<file path="src/rtl/lb_refill_ctrl_if.sv">
// Grant, line-buffer and drain-side signals of the MSHR refill controller.
// The controller uses the slave modport; the surrounding logic uses master.
interface lb_refill_ctrl_if #(
  parameter int unsigned NSLOTS = 4,
  parameter int unsigned BEATS  = 8,
  parameter int unsigned DATA_W = 64
);
  localparam int unsigned SW = $clog2(NSLOTS);
  localparam int unsigned BW = $clog2(BEATS);
  localparam int unsigned AW = SW + BW;

  logic              alloc_valid;
  logic [SW-1:0]     alloc_slot;
  logic              gnt_valid;
  logic              gnt_ready;
  logic [SW-1:0]     gnt_slot;
  logic [DATA_W-1:0] gnt_data;
  logic              lb_w_en;
  logic [AW-1:0]     lb_w_addr;
  logic [DATA_W-1:0] lb_w_data;
  logic              lb_r_en;
  logic [AW-1:0]     lb_r_addr;
  logic [DATA_W-1:0] lb_r_data;
  logic              wb_valid;
  logic              wb_ready;
  logic [SW-1:0]     wb_slot;
  logic [BW-1:0]     wb_beat;
  logic              wb_last;
  logic [DATA_W-1:0] wb_data;
  logic [NSLOTS-1:0] slot_free;
  logic              err;

  modport slave (
    input  alloc_valid, alloc_slot, gnt_valid, gnt_slot, gnt_data, lb_r_data, wb_ready,
    output gnt_ready, lb_w_en, lb_w_addr, lb_w_data, lb_r_en, lb_r_addr,
           wb_valid, wb_slot, wb_beat, wb_last, wb_data, slot_free, err
  );

  modport master (
    output alloc_valid, alloc_slot, gnt_valid, gnt_slot, gnt_data, lb_r_data, wb_ready,
    input  gnt_ready, lb_w_en, lb_w_addr, lb_w_data, lb_r_en, lb_r_addr,
           wb_valid, wb_slot, wb_beat, wb_last, wb_data, slot_free, err
  );
endinterface

</file>
<file path="src/rtl/lb_refill_ctrl.sv">
// MSHR line-buffer refill controller: writes tagged grant beats into the buffer,
// queues completed lines in completion order and streams them to the data array.
module lb_refill_ctrl #(
  parameter int unsigned NSLOTS = 4,
  parameter int unsigned BEATS  = 8,
  parameter int unsigned DATA_W = 64
) (
  input  logic             clock,
  input  logic             reset_n,
  lb_refill_ctrl_if.slave  bus
);
  localparam int unsigned SW = $clog2(NSLOTS);
  localparam int unsigned BW = $clog2(BEATS);

  typedef enum logic [1:0] {S_FREE, S_FILLING, S_QUEUED, S_DRAINING} slot_st_e;
  typedef enum logic {D_IDLE, D_DRAIN} drain_st_e;

  slot_st_e      st_q  [NSLOTS];
  slot_st_e      st_d  [NSLOTS];
  logic [BW-1:0] cnt_q [NSLOTS];
  logic [BW-1:0] cnt_d [NSLOTS];
  logic [SW-1:0] fifo_q [NSLOTS];
  logic [SW-1:0] rd_ptr_q, wr_ptr_q;
  logic [SW:0]   fcnt_q;
  drain_st_e     dst_q, dst_d;
  logic [SW-1:0] cur_q, cur_d;
  logic [BW-1:0] beat_q, beat_d;
  logic          err_q, err_d;
  logic          push, pop, w_en, draining;
  logic [SW-1:0] head;

  assign head     = fifo_q[rd_ptr_q];
  assign draining = (dst_q == D_DRAIN);

  always_comb begin
    st_d   = st_q;
    cnt_d  = cnt_q;
    err_d  = err_q;
    dst_d  = dst_q;
    cur_d  = cur_q;
    beat_d = beat_q;
    push   = 1'b0;
    pop    = 1'b0;
    w_en   = 1'b0;

    if (bus.alloc_valid) begin
      if (st_q[bus.alloc_slot] == S_FREE) begin
        st_d[bus.alloc_slot]  = S_FILLING;
        cnt_d[bus.alloc_slot] = '0;
      end else begin
        err_d = 1'b1;
      end
    end

    if (bus.gnt_valid) begin
      if (st_q[bus.gnt_slot] == S_FILLING) begin
        w_en = 1'b1;
        cnt_d[bus.gnt_slot] = cnt_q[bus.gnt_slot] + BW'(1);
        if (cnt_q[bus.gnt_slot] == BW'(BEATS - 1)) begin
          st_d[bus.gnt_slot] = S_QUEUED;
          push = 1'b1;
        end
      end else begin
        err_d = 1'b1;
      end
    end

    // Each slot is in exactly one state, so alloc/grant/free/pop never target the same slot.
    case (dst_q)
      D_IDLE: begin
        if (fcnt_q != '0) begin
          pop          = 1'b1;
          cur_d        = head;
          beat_d       = '0;
          st_d[head]   = S_DRAINING;
          dst_d        = D_DRAIN;
        end
      end
      D_DRAIN: begin
        if (bus.wb_ready) begin
          beat_d = beat_q + BW'(1);
          if (beat_q == BW'(BEATS - 1)) begin
            st_d[cur_q] = S_FREE;
            if (fcnt_q != '0) begin
              pop        = 1'b1;
              cur_d      = head;
              beat_d     = '0;
              st_d[head] = S_DRAINING;
            end else begin
              dst_d = D_IDLE;
            end
          end
        end
      end
      default: dst_d = D_IDLE;
    endcase
  end

  always_ff @(posedge clock or negedge reset_n) begin
    if (!reset_n) begin
      for (int unsigned i = 0; i < NSLOTS; i++) begin
        st_q[i]   <= S_FREE;
        cnt_q[i]  <= '0;
        fifo_q[i] <= '0;
      end
      rd_ptr_q <= '0;
      wr_ptr_q <= '0;
      fcnt_q   <= '0;
      dst_q    <= D_IDLE;
      cur_q    <= '0;
      beat_q   <= '0;
      err_q    <= 1'b0;
    end else begin
      st_q   <= st_d;
      cnt_q  <= cnt_d;
      dst_q  <= dst_d;
      cur_q  <= cur_d;
      beat_q <= beat_d;
      err_q  <= err_d;
      if (push) begin
        fifo_q[wr_ptr_q] <= bus.gnt_slot;
        wr_ptr_q         <= wr_ptr_q + SW'(1);
      end
      if (pop) rd_ptr_q <= rd_ptr_q + SW'(1);
      fcnt_q <= fcnt_q + (SW+1)'(push) - (SW+1)'(pop);
    end
  end

  assign bus.gnt_ready = reset_n;
  assign bus.lb_w_en   = w_en;
  assign bus.lb_w_addr = w_en ? {bus.gnt_slot, cnt_q[bus.gnt_slot]} : '0;
  assign bus.lb_w_data = w_en ? bus.gnt_data : '0;
  assign bus.lb_r_en   = draining;
  assign bus.lb_r_addr = draining ? {cur_q, beat_q} : '0;
  assign bus.wb_valid  = draining;
  assign bus.wb_slot   = draining ? cur_q : '0;
  assign bus.wb_beat   = draining ? beat_q : '0;
  assign bus.wb_last   = draining && (beat_q == BW'(BEATS - 1));
  assign bus.wb_data   = draining ? bus.lb_r_data : '0;
  assign bus.err       = err_q;

  always_comb begin
    bus.slot_free = '0;
    for (int unsigned i = 0; i < NSLOTS; i++) bus.slot_free[i] = (st_q[i] == S_FREE);
  end
endmodule

</file>
<file path="src/flat_wrapper.sv">
// flat-port wrapper written by rule: the top's interface ports become plain ports
module lb_refill_ctrl_flat 
#(
  parameter int unsigned NSLOTS = 4,
  parameter int unsigned BEATS  = 8,
  parameter int unsigned DATA_W = 64
)
  (clock, reset_n, bus_alloc_valid, bus_alloc_slot, bus_gnt_valid, bus_gnt_slot, bus_gnt_data, bus_lb_r_data, bus_wb_ready, bus_gnt_ready, bus_lb_w_en, bus_lb_w_addr, bus_lb_w_data, bus_lb_r_en, bus_lb_r_addr, bus_wb_valid, bus_wb_slot, bus_wb_beat, bus_wb_last, bus_wb_data, bus_slot_free, bus_err);
  lb_refill_ctrl_if #(.NSLOTS(NSLOTS), .BEATS(BEATS), .DATA_W(DATA_W)) bus_i ();
  input  logic clock;
  input  logic reset_n;
  input wire logic [$bits(bus_i.alloc_valid)-1:0] bus_alloc_valid;
  input wire logic [$bits(bus_i.alloc_slot)-1:0] bus_alloc_slot;
  input wire logic [$bits(bus_i.gnt_valid)-1:0] bus_gnt_valid;
  input wire logic [$bits(bus_i.gnt_slot)-1:0] bus_gnt_slot;
  input wire logic [$bits(bus_i.gnt_data)-1:0] bus_gnt_data;
  input wire logic [$bits(bus_i.lb_r_data)-1:0] bus_lb_r_data;
  input wire logic [$bits(bus_i.wb_ready)-1:0] bus_wb_ready;
  output wire logic [$bits(bus_i.gnt_ready)-1:0] bus_gnt_ready;
  output wire logic [$bits(bus_i.lb_w_en)-1:0] bus_lb_w_en;
  output wire logic [$bits(bus_i.lb_w_addr)-1:0] bus_lb_w_addr;
  output wire logic [$bits(bus_i.lb_w_data)-1:0] bus_lb_w_data;
  output wire logic [$bits(bus_i.lb_r_en)-1:0] bus_lb_r_en;
  output wire logic [$bits(bus_i.lb_r_addr)-1:0] bus_lb_r_addr;
  output wire logic [$bits(bus_i.wb_valid)-1:0] bus_wb_valid;
  output wire logic [$bits(bus_i.wb_slot)-1:0] bus_wb_slot;
  output wire logic [$bits(bus_i.wb_beat)-1:0] bus_wb_beat;
  output wire logic [$bits(bus_i.wb_last)-1:0] bus_wb_last;
  output wire logic [$bits(bus_i.wb_data)-1:0] bus_wb_data;
  output wire logic [$bits(bus_i.slot_free)-1:0] bus_slot_free;
  output wire logic [$bits(bus_i.err)-1:0] bus_err;
  assign bus_i.alloc_valid = bus_alloc_valid;
  assign bus_i.alloc_slot = bus_alloc_slot;
  assign bus_i.gnt_valid = bus_gnt_valid;
  assign bus_i.gnt_slot = bus_gnt_slot;
  assign bus_i.gnt_data = bus_gnt_data;
  assign bus_i.lb_r_data = bus_lb_r_data;
  assign bus_i.wb_ready = bus_wb_ready;
  assign bus_gnt_ready = bus_i.gnt_ready;
  assign bus_lb_w_en = bus_i.lb_w_en;
  assign bus_lb_w_addr = bus_i.lb_w_addr;
  assign bus_lb_w_data = bus_i.lb_w_data;
  assign bus_lb_r_en = bus_i.lb_r_en;
  assign bus_lb_r_addr = bus_i.lb_r_addr;
  assign bus_wb_valid = bus_i.wb_valid;
  assign bus_wb_slot = bus_i.wb_slot;
  assign bus_wb_beat = bus_i.wb_beat;
  assign bus_wb_last = bus_i.wb_last;
  assign bus_wb_data = bus_i.wb_data;
  assign bus_slot_free = bus_i.slot_free;
  assign bus_err = bus_i.err;
  lb_refill_ctrl #(.NSLOTS(NSLOTS), .BEATS(BEATS), .DATA_W(DATA_W)) u_core (.clock(clock), .reset_n(reset_n), .bus(bus_i));
endmodule
</file>
<file path="config.mk">
export PLATFORM = sky130hd
export DESIGN_NAME = lb_refill_ctrl_flat
export DESIGN_NICKNAME = d
export VERILOG_FILES = /design/src/rtl/lb_refill_ctrl_if.sv /design/src/rtl/lb_refill_ctrl.sv /design/src/flat_wrapper.sv
export SDC_FILE = /design/constraint.sdc
export NUM_CORES = 1
export LEC_CHECK = 0
export ABC_AREA = 1
export CAP_MARGIN = 10
export CELL_PAD_IN_SITES_DETAIL_PLACEMENT = 0
export CELL_PAD_IN_SITES_GLOBAL_PLACEMENT = 1
export CORE_MARGIN = 5
export CORE_UTILIZATION = 23
export CTS_BUF_LIST = sky130_fd_sc_hd__clkbuf_16
export DETAILED_ROUTE_END_ITERATION = 8
export GPL_TIMING_DRIVEN = 1
export PLACE_DENSITY = 0.91
export REMOVE_ABC_BUFFERS = 1
export SLEW_MARGIN = 20
export SYNTH_ARGS = -nofsm -noshare
export SYNTH_HDL_FRONTEND = slang
export SYNTH_SLANG_ARGS = --single-unit
</file>
<file path="constraint.sdc">
create_clock -name clock -period 3.8 [get_ports clock]
set_clock_uncertainty 0.05 [all_clocks]
set_input_delay 1.14 -clock clock [delete_from_list [all_inputs] [get_ports clock]]
set_output_delay 1.14 -clock clock [all_outputs]
set_load 0.01 [all_outputs]
</file>
## Yosys cells after proc, flatten, opt, wreduce, memory -nomap -nowiden

Index checks and enable logic that the tools add are counted.

| storage, ports and cells | value |
|---|---|
| bits in registers | 42 |
| output and inout bits | 153 |
| logic and storage cells | 148 |
| bits of input ports | 137 |

| cells by class | value |
|---|---|
| reductions and logical operators | 14 |
| bitwise operators | 19 |
| order comparisons | 11 |
| add/subtract/negate cells | 6 |
| mux-type cells | 73 |
| equality and inequality tests | 6 |

Operator list:

| operator | count |
|---|---|
| $mux 64 | 2 |
| $mux 8 | 9 |
| $mux 12 | 4 |
| $mux 2 | 15 |
| $mux 3 | 9 |
| $demux 2 s2 | 5 |
| $ge 3x3->1 const B | 6 |
| $not 2->3 | 6 |
| $or 8x8->8 | 2 |
| $pmux 8 s2 | 1 |
| $lt 3x1->1 const B | 5 |
| $mux 1 | 14 |
| $and 12x12->12 | 1 |
| $bmux 2 s2 | 3 |
| $bwmux 12 | 1 |
| $demux 3 s2 | 2 |
| $not 12->12 | 1 |
| $logic_not 2->1 | 5 |
| $mux 5 | 2 |
| $and 4x4->4 | 2 |
| $and 8x8->8 | 1 |
| $bwmux 8 | 1 |
| $not 4->4 | 2 |
| $not 8->8 | 1 |
| 17 further kinds | 29 |

## Depth between registers and ports, before layout

Gate-level depths: netlist (run 1).

| logic depth | value |
|---|---|
| depth in word-level cells | 19 |
| mapped depth | 15 |

## Worst setup path after synthesis (run 1)

Ideal clock, no wire load.

| path | value |
|---|---|
| path kind | input-to-reg |
| from | in bus_gnt_slot[0] |
| to | reg u_core.fcnt_q[2] |
| stages | 14 |
| path buffers | 3 |
| setup time | 0.123 ns |
| required time | 3.627 ns |
| arrival | 3.226 ns |
| setup slack | 0.401 ns |
| cells stage by stage | buf_6 > buf_6 > nor2_1 > nand2_1 > nand4_1 > ha_1 > ha_1 > clkbuf_1 > inv_1 > nor2_1 > ha_1 > inv_1 > fa_1 > xnor2_1 |

| between the ends | value |
|---|---|
| longest elaborated chain between the ends | 10 |
| elaborated cells on any way between the ends | 14 |
| classes of those cells | 2 x add/sub; 2 x eq/ne; 9 x mux; 1 x bitwise |

RTL lines:

| what | line | text |
|---|---|---|
| start, declared | flat_wrapper.sv:15 | `input wire logic [$bits(bus_i.gnt_slot)-1:0] bus_gnt_slot;` |
| $not 2->3 (implied by the code) * | lb_refill_ctrl.sv:56, lb_refill_ctrl.sv:59 |  |
| $bmux 3 s2 | lb_refill_ctrl.sv:59 | `if (cnt_q[bus.gnt_slot] == BW'(BEATS - 1)) begin` |
| $mux 3 (implied by the code) (2 in series) | lb_refill_ctrl.sv:59 |  |
| $eq 3x3->1 | lb_refill_ctrl.sv:59 |  |
| $mux 1 | lb_refill_ctrl.sv:59 |  |
| $mux 1 * | lb_refill_ctrl.sv:56 | `if (st_q[bus.gnt_slot] == S_FILLING) begin` |
| $mux 1 * | lb_refill_ctrl.sv:55 | `if (bus.gnt_valid) begin` |
| via u_core.push | lb_refill_ctrl.sv:29 | `logic push, pop, w_en, draining;` |
| $add 3x1->3 * | lb_refill_ctrl.sv:125 | `fcnt_q <= fcnt_q + (SW+1)'(push) - (SW+1)'(pop);` |
| $sub 3x1->3 * | lb_refill_ctrl.sv:125 |  |
| end signal, assigned | lb_refill_ctrl.sv:125 |  |
| end, declared | lb_refill_ctrl.sv:24 | `logic [SW:0] fcnt_q;` |

The timed path passes the listed nets; every way through them passes the cells marked *. The select of a mux whose other input is x is not followed.
A chain may end at the register's enable or synchronous reset.

## Worst setup path after layout (run 1)

| path | value |
|---|---|
| from | in bus_gnt_slot[0] |
| to | out bus_lb_w_data[4] |

| between the ends | value |
|---|---|
| longest elaborated chain between the ends | 8 |

RTL lines:

| what | line | text |
|---|---|---|
| $not 2->3 (implied by the code) | lb_refill_ctrl.sv:56 |  |
| $bmux 2 s2 | lb_refill_ctrl.sv:56 |  |
| $mux 2 (implied by the code) (2 in series) | lb_refill_ctrl.sv:56 |  |
| $eq 2x1->1 | lb_refill_ctrl.sv:56 |  |
| $mux 1 | lb_refill_ctrl.sv:56 |  |
| $mux 1 | lb_refill_ctrl.sv:55 |  |
| $mux 64 | lb_refill_ctrl.sv:132 | `assign bus.lb_w_data = w_en ? bus.gnt_data : '0;` |
| end, declared | flat_wrapper.sv:22 | `output wire logic [$bits(bus_i.lb_w_data)-1:0] bus_lb_w_data;` |

No other way between the ends. The select of a mux whose other input is x is not followed.

==> results of run 1 <==
[timing repair]
action	in CTS	in global routing
setup buffers	2	4
endpoints found under the setup margin	70	63
pin swaps	0	1
cloned	1	4
gates resized for setup	167	38
[cell usage in the layout, fill, tap and decap left out, types with 2 or more instances in the layout]
cell             netlist  routed
inv_4                  1       2
inv_1                176     176
nand3_1               37      36
nand2_1              193     192
clkbuf_2               0      14
buf_12                 1       7
dlygate4sd2_1          0       4
buf_2                  6      15
clkdlybuf4s15_2        0       8
dfrtp_1               42      41
nor3_1                 2       2
buf_4                  7      26
clkdlybuf4s15_1        0      31
xnor2_1                2       2
clkbuf_16              0       8
nor2_2                 0       3
nand2_2                4       5
nand4_1               17      17
nor2_1                78      75
nor2_4                14      14
ha_1                  10      10
o22ai_1                2       2
o21ai_0                7       7
nand2_4                2       2
a21oi_1                4       4
clkdlybuf4s50_1        0     215
[sequential cells by signal, summed over array words and instances (netlist names)]
| signal | flops |
|---|---|
| u_core.bus.lb_r_en | 1 |
| u_core.st_q | 8 |
| u_core.fcnt_q | 3 |
| u_core.cnt_q | 12 |
| u_core.rd_ptr_q | 2 |
| u_core.cur_q | 2 |
| u_core.bus.err | 1 |
| u_core.beat_q | 3 |
| u_core.wr_ptr_q | 2 |
| u_core.fifo_q | 8 |
[worst min-delay path: stages (launching register included)]
cell     delay, ns
dfrtp_1       0.34
nand2_1       0.05
nand2_1       0.05
[cells by family after synthesis]
| group | share of synthesized area, % |
|---|---|
| buf+inv | 22.9 |
| fa+ha+maj | 3.92 |
| flops | 28.4 |
| xor+xnor | 0.710 |
| compound gates | 2.40 |
| simple gates | 41.7 |
[final timing paths]
check	startpoint	slack, ns	endpoint
max in group asynchronous	reset_n	2.41	u_core.bus.lb_r_en$_DFF_PN0_
setup / recovery	bus_gnt_slot[0]	0.09	bus_lb_w_data[4]
min in group asynchronous	reset_n	0.90	u_core.wr_ptr_q[1]$_DFFE_PN0P_
hold reg to reg	u_core.fifo_q[4]$_DFFE_PN0P_	0.42	u_core.fifo_q[4]$_DFFE_PN0P_
setup reg to reg	u_core.beat_q[0]$_DFFE_PN0P_	1.26	u_core.fcnt_q[2]$_DFF_PN0_
hold / removal	u_core.fifo_q[4]$_DFFE_PN0P_	0.42	u_core.fifo_q[4]$_DFFE_PN0P_
[power breakdown]
group          internal, mW  switching (mW)
Sequential            0.602           0.127
Combinational         0.781           0.768
Clock                 0.252           0.194
Total                  1.63            1.09
[layer usage]
layer / part of all wire, % / GRT usage, % / up-vias
li1: - / - / 2402
met1: 42 / 19.2 / 1996
met2: 53 / 26.5 / 85
met3: 4.5 / 1.95 / 9
met4: 0.98 / 2.72 / 0
met5: 0 / 0 / -
[final cells by class]
cell class	count	area, sq um	share of cell area (%)
timing repair buffer	326	3190	44.4
multi-input combinational	379	1840	25.6
sequential	42	1050	14.7
inverter	178	673	9.38
tap	216	270	3.76
clock buffer	5	125	1.74
clock inverter	3	28.8	0.401
==> results.yml, run 1 <==
logic_synthesis:
  postSynthAreaPerCell_sq_um: 5.92
  ys_seq_area_share_pct: 28.4
  synth_edf_count: 0
  synthArstFlopShare_pct: 100
  synthCells: 626
  yosys_warnings: 0
  synth_top_area_cell: "dfrtp_1"
  syn-cell-area_sq_um: 3700
  synthTopCellsByCount: "nand2_1, inv_1, nor2_1"
  synthTopCellsByArea: "dfrtp_1, nand2_1, inv_1"
  synth_ff_type: "dfrtp_1"
  yosys.area.top_type_share_pct: 28.4
  yosysMostFrequentCell: "nand2_1"
  yosysUniqueCellTypes: 29
  synth-seq-cells: 42
layout:
  finalNonFillerCells: 1149
  area_growth_syn_to_layout_pct: 93.9
  nets: 1080
  num_antenna_cells: 0
  drive_above_1_share_pct: 12.1
  design_area_sq_um: 7180
  fillerInstances: 1608
  final_core_util_pct: 45.4
critical_path:
  cp_max_fo: 6
  crit_chain: "clkbuf_4, buf_12, inv_4, nand2_1, nand2_1, nand2_2, nand2_4, nor2_8, nand2_8, clkbuf_16, buf_4, nor2_1, clkbuf_2"
  slowest_delay_ns: 0.19
  worstPathBufferInverterCount: 6
  endpoint_kind: "output pin"
  crit_type: "input port to output pin"
  worstPathRequired_ns: 2.61
  startpoint_type: "input port"
  worst-path-stages: 13
  ff2ff_path_depth: 12
  crit_path_top_delay_cell: "clkbuf_16"
  crit_arrival_ns: 2.52
  cpMostUsedCell: "nand2_1"
  cp_top_family: "buffers and inverters"
power_and_ir_drop:
  irDropWorstVdd_mv: 0.186
  powerDensity_nw_per_um2: 379
  finalPower_mw: 2.72
  p_leak_nw: 4.08
cts:
  tritoncts: "done"
  clk_path_buf_depth: 2
  cts_inserted_buffers: 5
  cts_sinks: 42
  cts-root-buf: "clkbuf_16"
  insertion_delay_ns: 0.29
  cts.clk_slew.worst_paths_ns: 0.07
  cts-htree-levels: 2
  postCtsHoldBufs: 0
timing:
  hold_slack_ns: 0.423
  clock.fmax_ghz: 0.270
  fin_crit_sh_pct: 97.6
  drv_slew: 0
  setup_violations: 0
  rsz0062_at_grt: "yes"
  worst_slack_ns: 0.0903
  timing_hold_violations_final: 0
  tightest_slew_ns: 0.538
  fin_tns_setup_ns: 0
  slew_headroom_pct: 64.1
  min_period_ns: 3.71
run_status:
  outcome: "complete, no violations"
placed_design:
  place_hpwl_um: 12500
  dpl_cell_area_sq_um: 6960
  pre_cts_slack_ns: -0.608
  placed_cells: 1130
  port_buffers: 289
  place_congestion: 0.840
routing:
  drcViolationCount: 0
  wl_per_cell_um: 13.1
  drtIter0Drc: 275
  routed_wl_um: 15000
  viasPerCell: 3.91
  vias: 4492
  ant_nets: 0
  firstDrtPassIters: 4
floorplan:
  rows: 46
  dieArea_sq_um: 18700
  chipHeight_um: 137
  die_w_um: 137
  initial_core_util_pct: 23.4
  core-area_sq_um: 15800
  ios: 290
global_routing:
  grt_max_degree: 43
  grt_usage_pct: 14.8
  grt_pass1_vias: 4177
  grt_overflow: 0
  grt_pass1_wl_um: 22200
  antenna_found_initial: 0
min_path:
  hp-class: "flop to flop"
  whs_path_depth: 2
run:
  cap_violations: 0
Power figures use the tool's default switching activity.
==> inputs of run 2 (changes only) <==
--- a/config.mk
+++ b/config.mk
@@ -9,6 +9,7 @@
 export CAP_MARGIN = 10
 export CELL_PAD_IN_SITES_DETAIL_PLACEMENT = 0
 export CELL_PAD_IN_SITES_GLOBAL_PLACEMENT = 1
+export CORE_ASPECT_RATIO = 0.5
 export CORE_MARGIN = 5
 export CORE_UTILIZATION = 23
 export CTS_BUF_LIST = sky130_fd_sc_hd__clkbuf_16
@@ -16,7 +17,6 @@
 export GPL_TIMING_DRIVEN = 1
 export PLACE_DENSITY = 0.91
 export REMOVE_ABC_BUFFERS = 1
-export SLEW_MARGIN = 20
 export SYNTH_ARGS = -nofsm -noshare
 export SYNTH_HDL_FRONTEND = slang
 export SYNTH_SLANG_ARGS = --single-unit
==> run 2 against run 1 <==
  * Largest power group unchanged
  * Critical path type unchanged
  * Total power up 0.45%
  * First-iteration DRC count is 1.8% higher
  * Global-route usage is 0.60 points higher
  * Register-to-register slack got worse by 0.02 ns
==> results.yml, run 2 (synthesis results as in run 1) <==
routing:
  ant_nets: 0
  wl_per_cell_um: 13.7
  drtIter0Drc: 280
  firstDrtPassIters: 4
  drcViolationCount: 0
  vias: 4633
  routed_wl_um: 15600
  viasPerCell: 4.06
floorplan:
  chipHeight_um: 99.7
  initial_core_util_pct: 23.8
  rows: 32
  core-area_sq_um: 15600
  ios: 290
  die_w_um: 189
  dieArea_sq_um: 18900
placed_design:
  place_congestion: 0.869
  dpl_cell_area_sq_um: 6940
  pre_cts_slack_ns: -0.538
  place_hpwl_um: 12800
  port_buffers: 289
  placed_cells: 1124
cts:
  cts-root-buf: "clkbuf_16"
  cts_inserted_buffers: 5
  cts_sinks: 42
  insertion_delay_ns: 0.28
  cts.clk_slew.worst_paths_ns: 0.06
  clk_path_buf_depth: 2
  cts-htree-levels: 2
  tritoncts: "done"
global_routing:
  grt-busiest-layer: "met2"
  grt_max_degree: 43
  grtUsageMet3_pct: 2.17
  grt_usage_pct: 15.4
  grt_pass1_vias: 4429
  grt_pass1_wl_um: 23700
  met2_usage_pct: 28.7
  grt_overflow: 0
  met1_usage_pct: 19.0
  antenna_found_initial: 0
min_path:
  hp-class: "flop to flop"
layout:
  final_core_util_pct: 45.6
  layout_commonest_cell: "clkdlybuf4s50_1"
  area_growth_syn_to_layout_pct: 91.7
  largest-register: "u_core.cnt_q"
  num_antenna_cells: 0
  finalNonFillerCells: 1141
  biggestRegsByFlops: "u_core.cnt_q (12), u_core.fifo_q (8), u_core.st_q (8)"
  nets: 1084
  design_area_sq_um: 7100
  final_cell_mix: "clkdlybuf4s50_1, nand2_1, inv_1, buf_2, nor2_1"
  drive_above_1_share_pct: 18.9
  largest_register_ffs: 12
timing:
  fin_crit_sh_pct: 96.7
  clock.fmax_ghz: 0.272
  worst_slack_ns: 0.125
  drv_slew: 0
  rsz0062_at_grt: "no"
  fin_tns_setup_ns: 0
  timing_hold_violations_final: 0
  tightest_slew_ns: 0.633
  slew_headroom_pct: 57.8
  min_period_ns: 3.67
  setup_violations: 0
  hold_slack_ns: 0.422
power_and_ir_drop:
  combinationalPowerShare_pct: 58.0
  finalPower_mw: 2.73
  p_sw_mw: 1.10
  irDropWorstVdd_mv: 0.190
  powerDensity_nw_per_um2: 385
  p_leak_nw: 4.12
  p_int_mw: 1.64
  sw_frac_of_total_pct: 40.1
  p_seq_share_pct: 26.9
  clkPwrFrac_pct: 15.1
critical_path:
  crit_path_top_delay_cell: "clkdlybuf4s15_1"
  worstPathRequired_ns: 2.61
  crit_arrival_ns: 2.48
  endpoint_kind: "output pin"
  cpMostUsedCell: "nor2_4"
  cp_top_family: "buffers and inverters"
  cp_max_fo: 8
  worstPathBufferInverterCount: 5
  slowest_delay_ns: 0.17
  startpoint_type: "input port"
  crit_type: "input port to output pin"
  crit_chain: "clkdlybuf4s15_1, buf_6, nor2_4, nand2_1, nand2_2, nor2_4, nor2_8, nand2_8, buf_12, clkbuf_16, nor2_1, buf_2"
  reg2reg_slack_ns: 1.24
run:
  cap_violations: 0
run_status:
  outcome: "complete, no violations"
[run 2: changes by cell type in the layout (fill, tap and decap cells not counted), moves of 5 or more]
cell	previous run	this run
nor2_2	3	26
buf_2	15	65
clkdlybuf4s15_2	8	1
buf_6	0	5
clkdlybuf4s15_1	31	4
clkbuf_2	14	1
nor2_1	75	48
[run 2: routing by layer]
| metal | vias to the layer above | part of all wire [%] |
|---|---|---|
| met5 | - | 0 |
| met4 | 0 | 1.2 |
| met3 | 16 | 4.8 |
| met2 | 103 | 53 |
| met1 | 2102 | 41 |
| li1 | 2412 | - |
[run 2: power groups by stage]
stage	Combinational [mW]	Clock (mW)	Sequential, mW
floorplan	0.732	0	0.707
global placement	1.52	0	0.735
detailed placement	1.54	0	0.737
CTS	1.56	0.422	0.733
global route	1.74	0.441	0.760
finish	1.59	0.412	0.735
[run 2: worst paths after layout]
| kind | from | endpoint | cells after the start |
|---|---|---|---|
| max in group asynchronous | reset_n | u_core.bus.lb_r_en$_DFF_PN0_ | 2 |
| setup reg to reg | u_core.beat_q[0]$_DFFE_PN0P_ | u_core.fcnt_q[2]$_DFF_PN0_ | 12 |
| setup / recovery | bus_gnt_slot[1] | bus_lb_w_data[24] | 12 |
| hold reg to reg | u_core.fifo_q[3]$_DFFE_PN0P_ | u_core.fifo_q[3]$_DFFE_PN0P_ | 2 |
| hold / removal | u_core.fifo_q[3]$_DFFE_PN0P_ | u_core.fifo_q[3]$_DFFE_PN0P_ | 2 |
| min in group asynchronous | reset_n | u_core.cnt_q[7]$_DFF_PN0_ | 2 |
[run 2: timing repair]
| action | CTS | global route |
|---|---|---|
| buffers inserted | 4 | 0 |
| resized for setup | 289 | 40 |
| cloned | 4 | 1 |
| endpoints found under the setup margin | 70 | 69 |
| hold buffers | 0 | 0 |
| pin swaps | 7 | 3 |
[run 2: final cells by class]
class	instances	area (sq um)
Multi-Input combinational cell	378	1940
Fill cell	1552	8470
Clock buffer	5	125
Inverter	178	676
Timing Repair Buffer	331	3030
Tap cell	204	255
Sequential cell	42	1050
Clock inverter	3	17.5
[run 2: worst reg2reg max path: cells and delay by family (launching register included)]
| kind | cells | cell delay (ns) |
|---|---|---|
| XOR/XNOR | 1 | 0.14 |
| adder cells (fa/ha/maj) | 5 | 1.32 |
| buffers and inverters | 3 | 0.24 |
| flip-flops | 1 | 0.40 |
| AND/OR/NAND/NOR | 3 | 0.29 |
==> inputs of run 3 (changes only) <==
--- a/config.mk
+++ b/config.mk
@@ -16,6 +16,7 @@
 export DETAILED_ROUTE_END_ITERATION = 8
 export GPL_TIMING_DRIVEN = 1
 export PLACE_DENSITY = 0.91
+export RECOVER_POWER = 100
 export REMOVE_ABC_BUFFERS = 1
 export SYNTH_ARGS = -nofsm -noshare
 export SYNTH_HDL_FRONTEND = slang
==> run 3 against run 2 <==
  * Count of clock-buffer cells in the layout is the same
  * Combinational power shrank 5%
  * Global-route usage is the same
  * Sequential share of layout area grew 0.16 points
  * Largest cell class unchanged
  * Sequential cell count is the same
  * Fmax shrank 1.8%
  * Die area is the same
  * Final cell count is the same
  * Worst setup slack lost 0.069 ns
  * Highest routed layer unchanged
  * Sequential power is essentially flat
  * Via count grew 0.13%
==> results.yml, run 3 (synthesis results as in run 1) <==
critical_path:
  worstPathRequired_ns: 2.61
  crit_arrival_ns: 2.55
  crit_path_top_delay_cell: "dlygate4sd3_1"
  cp_max_fo: 6
  crit_chain: "dlygate4sd3_1, buf_4, inv_1, nor2_4, dlygate4sd2_1"
  slowest_delay_ns: 0.70
  startpoint_type: "input port"
  crit_type: "input port to output pin"
  endpoint_kind: "output pin"
floorplan:
  core-area_sq_um: 15600
  dieArea_sq_um: 18900
  ios: 290
  die_w_um: 189
  rows: 32
  chipHeight_um: 99.7
  initial_core_util_pct: 23.8
timing:
  setup_violations: 0
  rsz0062_at_grt: "no"
  slew_headroom_pct: 48.8
  worst_slack_ns: 0.0569
  min_period_ns: 3.74
  fin_crit_sh_pct: 98.5
  timing_hold_violations_final: 0
  tightest_slew_ns: 0.768
  drv_slew: 0
  clock.fmax_ghz: 0.267
  hold_slack_ns: 0.422
cts:
  insertion_delay_ns: 0.29
  cts_sinks: 42
  tritoncts: "done"
  cts-root-buf: "clkbuf_16"
  cts-htree-levels: 2
  cts_inserted_buffers: 5
  postCtsHoldBufs: 0
  clk_path_buf_depth: 2
  cts.clk_slew.worst_paths_ns: 0.06
layout:
  drive_above_1_share_pct: 13.8
  num_antenna_cells: 0
  final_cell_mix: "nand2_1, inv_1, clkdlybuf4s50_1, dlygate4sd3_1, nor2_1"
  biggestRegsByFlops: "u_core.cnt_q (12), u_core.fifo_q (8), u_core.st_q (8)"
  fillerInstances: 1581
  design_area_sq_um: 7030
  largest-register: "u_core.cnt_q"
  multi_input_area_sq_um: 1940
  nets: 1084
  area_growth_syn_to_layout_pct: 89.7
  layout_commonest_cell: "nand2_1"
  regArea_sq_um: 1050
  largest_register_ffs: 12
  final_core_util_pct: 45.1
global_routing:
  grt_usage_pct: 15.4
  grt_pass1_wl_um: 23700
  grt_pass1_vias: 4429
  grt_max_degree: 43
  antenna_found_initial: 0
  grt_overflow: 0
placed_design:
  place_hpwl_um: 12800
  dpl_cell_area_sq_um: 6940
  pre_cts_slack_ns: -0.538
  place_congestion: 0.869
  port_buffers: 289
power_and_ir_drop:
  p_int_mw: 1.57
  powerDensity_nw_per_um2: 379
  clkPwrFrac_pct: 15.6
  irDropWorstVdd_mv: 0.190
  p_sw_mw: 1.09
  p_seq_share_pct: 27.6
  combinationalPowerShare_pct: 56.8
  p_leak_nw: 3.97
  sw_frac_of_total_pct: 41.1
routing:
  viasPerCell: 4.07
  vias: 4639
  drtIter0Drc: 296
  ant_nets: 0
  drcViolationCount: 0
  firstDrtPassIters: 4
  wl_per_cell_um: 13.7
  routed_wl_um: 15600
run_status:
  outcome: "complete, no violations"
run:
  cap_violations: 0
min_path:
  hp-class: "flop to flop"
## run 3: changes by cell type in the layout (fill, tap and decap cells not counted)
cell             delta
clkbuf_1           +47
buf_2              -52
clkdlybuf4s50_1    -83
dlygate4sd2_1       +4
clkdlybuf4s15_2     -1
buf_4               -4
clkdlybuf4s15_1     -3
dlygate4sd3_1      +83
clkbuf_2            +9
## run 3: cell type report
class / count / area share (%)
repair buffers: 331 / 42.1
multi-input cells: 378 / 27.6
flip-flops and latches: 42 / 15.0
inverters: 178 / 9.62
well taps: 204 / 3.63
clock buffers: 5 / 1.78
clock inverters: 3 / 0.249
## run 3: critical path: cells and delay by family
family | cells | cell delay, ns
simple gates | 1 | 0.13
buf+inv | 4 | 1.28
## run 3: per-layer routing
metal / track usage (%) / routed length (um) / up-vias
met2: 28.7 / 8240 / 95
li1: - / - / 2412
met1: 19.0 / 6510 / 2114
met4: 3.44 / 229 / 0
met3: 2.17 / 645 / 18
met5: 0 / 0 / -
## run 3: final timing paths
check | from | to | slack [ns] | cells after the start
max in group asynchronous | reset_n | u_core.bus.lb_r_en$_DFF_PN0_ | 2.39 | 2
min in group asynchronous | reset_n | u_core.cnt_q[4]$_DFF_PN0_ | 0.89 | 2
setup reg to reg | u_core.beat_q[0]$_DFFE_PN0P_ | u_core.fcnt_q[2]$_DFF_PN0_ | 1.25 | 12
hold / removal | u_core.fifo_q[3]$_DFFE_PN0P_ | u_core.fifo_q[3]$_DFFE_PN0P_ | 0.42 | 2
setup / recovery | bus_gnt_valid | bus_lb_w_en | 0.06 | 5
hold reg to reg | u_core.fifo_q[3]$_DFFE_PN0P_ | u_core.fifo_q[3]$_DFFE_PN0P_ | 0.42 | 2
## run 3: power by group through the flow
| stage | Clock, mW | Sequential, mW | Combinational [mW] |
|---|---|---|---|
| floorplan | 0 | 0.707 | 0.732 |
| global placement | 0 | 0.735 | 1.52 |
| detailed placement | 0 | 0.737 | 1.54 |
| CTS | 0.422 | 0.733 | 1.56 |
| global route | 0.441 | 0.760 | 1.67 |
| finish | 0.415 | 0.735 | 1.51 |
## run 3: what timing repair did
action | 4_1_cts | 5_1_grt
setup buffers | 4 | 0
pin swaps | 7 | 3
gates cloned | 4 | 1
endpoints found under the hold margin | 0 | 0
resized for setup | 289 | 40
endpoints found under the setup margin | 70 | 69
## run 3: metrics by stage
step | power [mW] | std cells | setup TNS [ns]
5_1_grt | 2.87 | 1141 | 0
2_1_floorplan | 1.44 | 598 | 0
3_5_place_dp | 2.28 | 1124 | -35.68
6_report | 2.66 | 1141 | 0
3_3_place_gp | 2.25 | 1124 | -35.12
4_1_cts | 2.72 | 1140 | 0
==> variant (config.mk and constraints of run 2) <==
`DATA_W` is set to 64 in 3 places; all go to 60.
--- a/src/rtl/lb_refill_ctrl_if.sv
+++ b/src/rtl/lb_refill_ctrl_if.sv
@@ -4,5 +4,5 @@
   parameter int unsigned NSLOTS = 4,
   parameter int unsigned BEATS  = 8,
-  parameter int unsigned DATA_W = 64
+  parameter int unsigned DATA_W = 60
 );
   localparam int unsigned SW = $clog2(NSLOTS);
--- a/src/rtl/lb_refill_ctrl.sv
+++ b/src/rtl/lb_refill_ctrl.sv
@@ -4,5 +4,5 @@
   parameter int unsigned NSLOTS = 4,
   parameter int unsigned BEATS  = 8,
-  parameter int unsigned DATA_W = 64
+  parameter int unsigned DATA_W = 60
 ) (
   input  logic             clock,
--- a/src/flat_wrapper.sv
+++ b/src/flat_wrapper.sv
@@ -4,5 +4,5 @@
   parameter int unsigned NSLOTS = 4,
   parameter int unsigned BEATS  = 8,
-  parameter int unsigned DATA_W = 64
+  parameter int unsigned DATA_W = 60
 )
   (clock, reset_n, bus_alloc_valid, bus_alloc_slot, bus_gnt_valid, bus_gnt_slot, bus_gnt_data, bus_lb_r_data, bus_wb_ready, bus_gnt_ready, bus_lb_w_en, bus_lb_w_addr, bus_lb_w_data, bus_lb_r_en, bus_lb_r_addr, bus_wb_valid, bus_wb_slot, bus_wb_beat, bus_wb_last, bus_wb_data, bus_slot_free, bus_err);
Ports: changed (resized bus_gnt_data, bus_lb_r_data, bus_lb_w_data and bus_wb_data); port bits go from 290 to 274. The function was not compared with the original's and may differ.
==> variant against run 2 <==
Power fell by 7.5%; count of clock-buffer cells in the layout stayed put; routed wire length shrank 12%; design area fell by 9.3%; via count is 11% lower; sequential cell count unchanged; non-clock buffer count is 32 lower; register-to-register slack hardly changed; synthesized area shrank 7.0%; utilization down 1.4 points; worst setup slack worse by 0.032 ns; sequential share of layout area up 1.5 points; critical path type unchanged; critical endpoint is now bus_lb_w_data[28].
==> variant: results <==
# TYPE chip_impl_metric gauge
chip_impl_info{name="worst_path_dominant_cell_family",value="buffers and inverters"} 1
chip_impl_info{name="status",value="completed"} 1
chip_impl_info{name="cell_with_the_largest_stage_delay_on_the_worst_path",value="sky130_fd_sc_hd__clkdlybuf4s15_2"} 1
chip_impl_metric{name="grt_max_degree",unit=""} 73
chip_impl_metric{name="portBuffers",unit=""} 273
chip_impl_metric{name="total_leakage_power",unit="nW"} 3.778
chip_impl_info{name="min_delay_worst_endpoint",value="u_core.bus.err$_DFF_PN0_"} 1
chip_impl_metric{name="final_hpwl_from_detailed_placement",unit="um"} 11720
chip_impl_metric{name="worstMarginPinSlew",unit="ns"} 0.5484
chip_impl_metric{name="worst_path_largest_cell_delay",unit="ns"} 0.28
chip_impl_metric{name="worstPathArrival",unit="ns"} 2.52
chip_impl_metric{name="post_cts_buffers",unit=""} 0
chip_impl_info{name="hold_path.startpoint",value="u_core.bus.err$_DFF_PN0_"} 1
chip_impl_info{name="ranking_of_synthesized_cells_by_instance_count",value="163 x sky130_fd_sc_hd__inv_1, 161 x sky130_fd_sc_hd__nand2_1, 87 x sky130_fd_sc_hd__nor2_1, 42 x sky130_fd_sc_hd__dfrtp_1, 27 x sky130_fd_sc_hd__nand3_1"} 1
chip_impl_metric{name="timing.hold.ws",unit="ns"} 0.4252
chip_impl_metric{name="synth.yosys.seq_area_share",unit="%"} 30.52
chip_impl_info{name="worstReg2RegEnd",value="u_core.fcnt_q[1]$_DFF_PN0_"} 1
chip_impl_metric{name="syn_avg_cell_area",unit="um^2"} 5.968
chip_impl_metric{name="routabilityCongestion",unit=""} 0.8756
chip_impl_metric{name="drt_pass1_iterations",unit=""} 5
chip_impl_metric{name="global_route_wire_length_before_repair",unit="um"} 20390
chip_impl_metric{name="yosysUniqueCellTypes",unit=""} 31
chip_impl_metric{name="gr-usage-all-layers",unit="%"} 14.27
chip_impl_info{name="timing.rr.start",value="u_core.cnt_q[9]$_DFF_PN0_"} 1
chip_impl_metric{name="share_of_post_route_cells_with_drive_strength_above_1",unit="%"} 9.895
chip_impl_metric{name="dpl.cell_count",unit=""} 1048
chip_impl_metric{name="final_cell_count_no_fill",unit=""} 1057
-- variant: cell types whose count changed in the layout (fill, tap and decap cells not counted), moves of 17 or more --
cell | before | now
sky130_fd_sc_hd__clkbuf_2 | 1 | 32
sky130_fd_sc_hd__nor2_1 | 48 | 87
sky130_fd_sc_hd__nand2_1 | 191 | 161
sky130_fd_sc_hd__dlygate4sd2_1 | 1 | 34
sky130_fd_sc_hd__nor2_4 | 18 | 1
sky130_fd_sc_hd__buf_2 | 65 | 2
sky130_fd_sc_hd__nor2_2 | 26 | 5
-- variant: cell type report --
class / count / area [um^2]
timing repair buffer: 299 / 2771
inverter: 166 / 623.1
multi-input combinational: 344 / 1604
clock inverter: 3 / 17.52
fill: 1503 / 8143
clock buffer: 5 / 125.1
tap: 198 / 247.7
sequential: 42 / 1052
-- variant: stage by stage --
stage / setup TNS, ns / instance area [um^2] / worst slack (ns)
floorplan: 0 / 3264 / 0.3340
global placement: -36.08 / 6466 / -0.5704
detailed placement: -38.88 / 6466 / -0.6245
CTS: 0 / 6529 / 0.01959
global route: -0.07203 / 6441 / -0.02079
finish: 0 / 6441 / 0.09344
-- variant: logic make-up after synthesis --
kind of cell,synth area share (%)
XOR/XNOR,1.018
buffers and inverters,23.29
AND/OR/NAND/NOR,35.61
adder cells (fa/ha/maj),4.215
AO/OA/AOI/OAI,5.342
flip-flops,30.52
-- variant: metal layers --
metal | GRT usage [%] | vias to the layer above | part of all wire (%)
met2 | 26.65 | 82 | 53
li1 | - | 2198 | -
met1 | 18.60 | 1833 | 43
met4 | 2.107 | 0 | 0.68
met5 | 0 | - | 0
met3 | 1.234 | 7 | 3.6
-- variant: power groups by stage --
| stage | logic [mW] | registers [mW] | clock network [mW] |
|---|---|---|---|
| floorplan | 0.673 | 0.719 | 0 |
| global placement | 1.41 | 0.745 | 0 |
| detailed placement | 1.43 | 0.750 | 0 |
| CTS | 1.39 | 0.742 | 0.423 |
| global route | 1.54 | 0.766 | 0.443 |
| finish | 1.38 | 0.743 | 0.408 |
-- variant: how the worst max path moves through the flow --
stage	from	cells after the start	end
after floorplan	bus_gnt_slot[1]	7	bus_lb_w_addr[1]
after CTS	bus_gnt_slot[0]	10	bus_lb_w_data[13]
after detailed placement	bus_gnt_slot[0]	11	bus_lb_w_data[13]
final	bus_gnt_slot[1]	10	bus_lb_w_data[28]
after global placement	bus_gnt_slot[0]	11	bus_lb_w_data[13]
after global routing	bus_gnt_slot[1]	10	bus_lb_w_data[28]
-- variant: timing repair --
action / CTS / global route
pin swaps: 0 / 0
endpoints found under the setup margin: 68 / 56
gates cloned: 0 / 1
gates resized for setup: 72 / 67
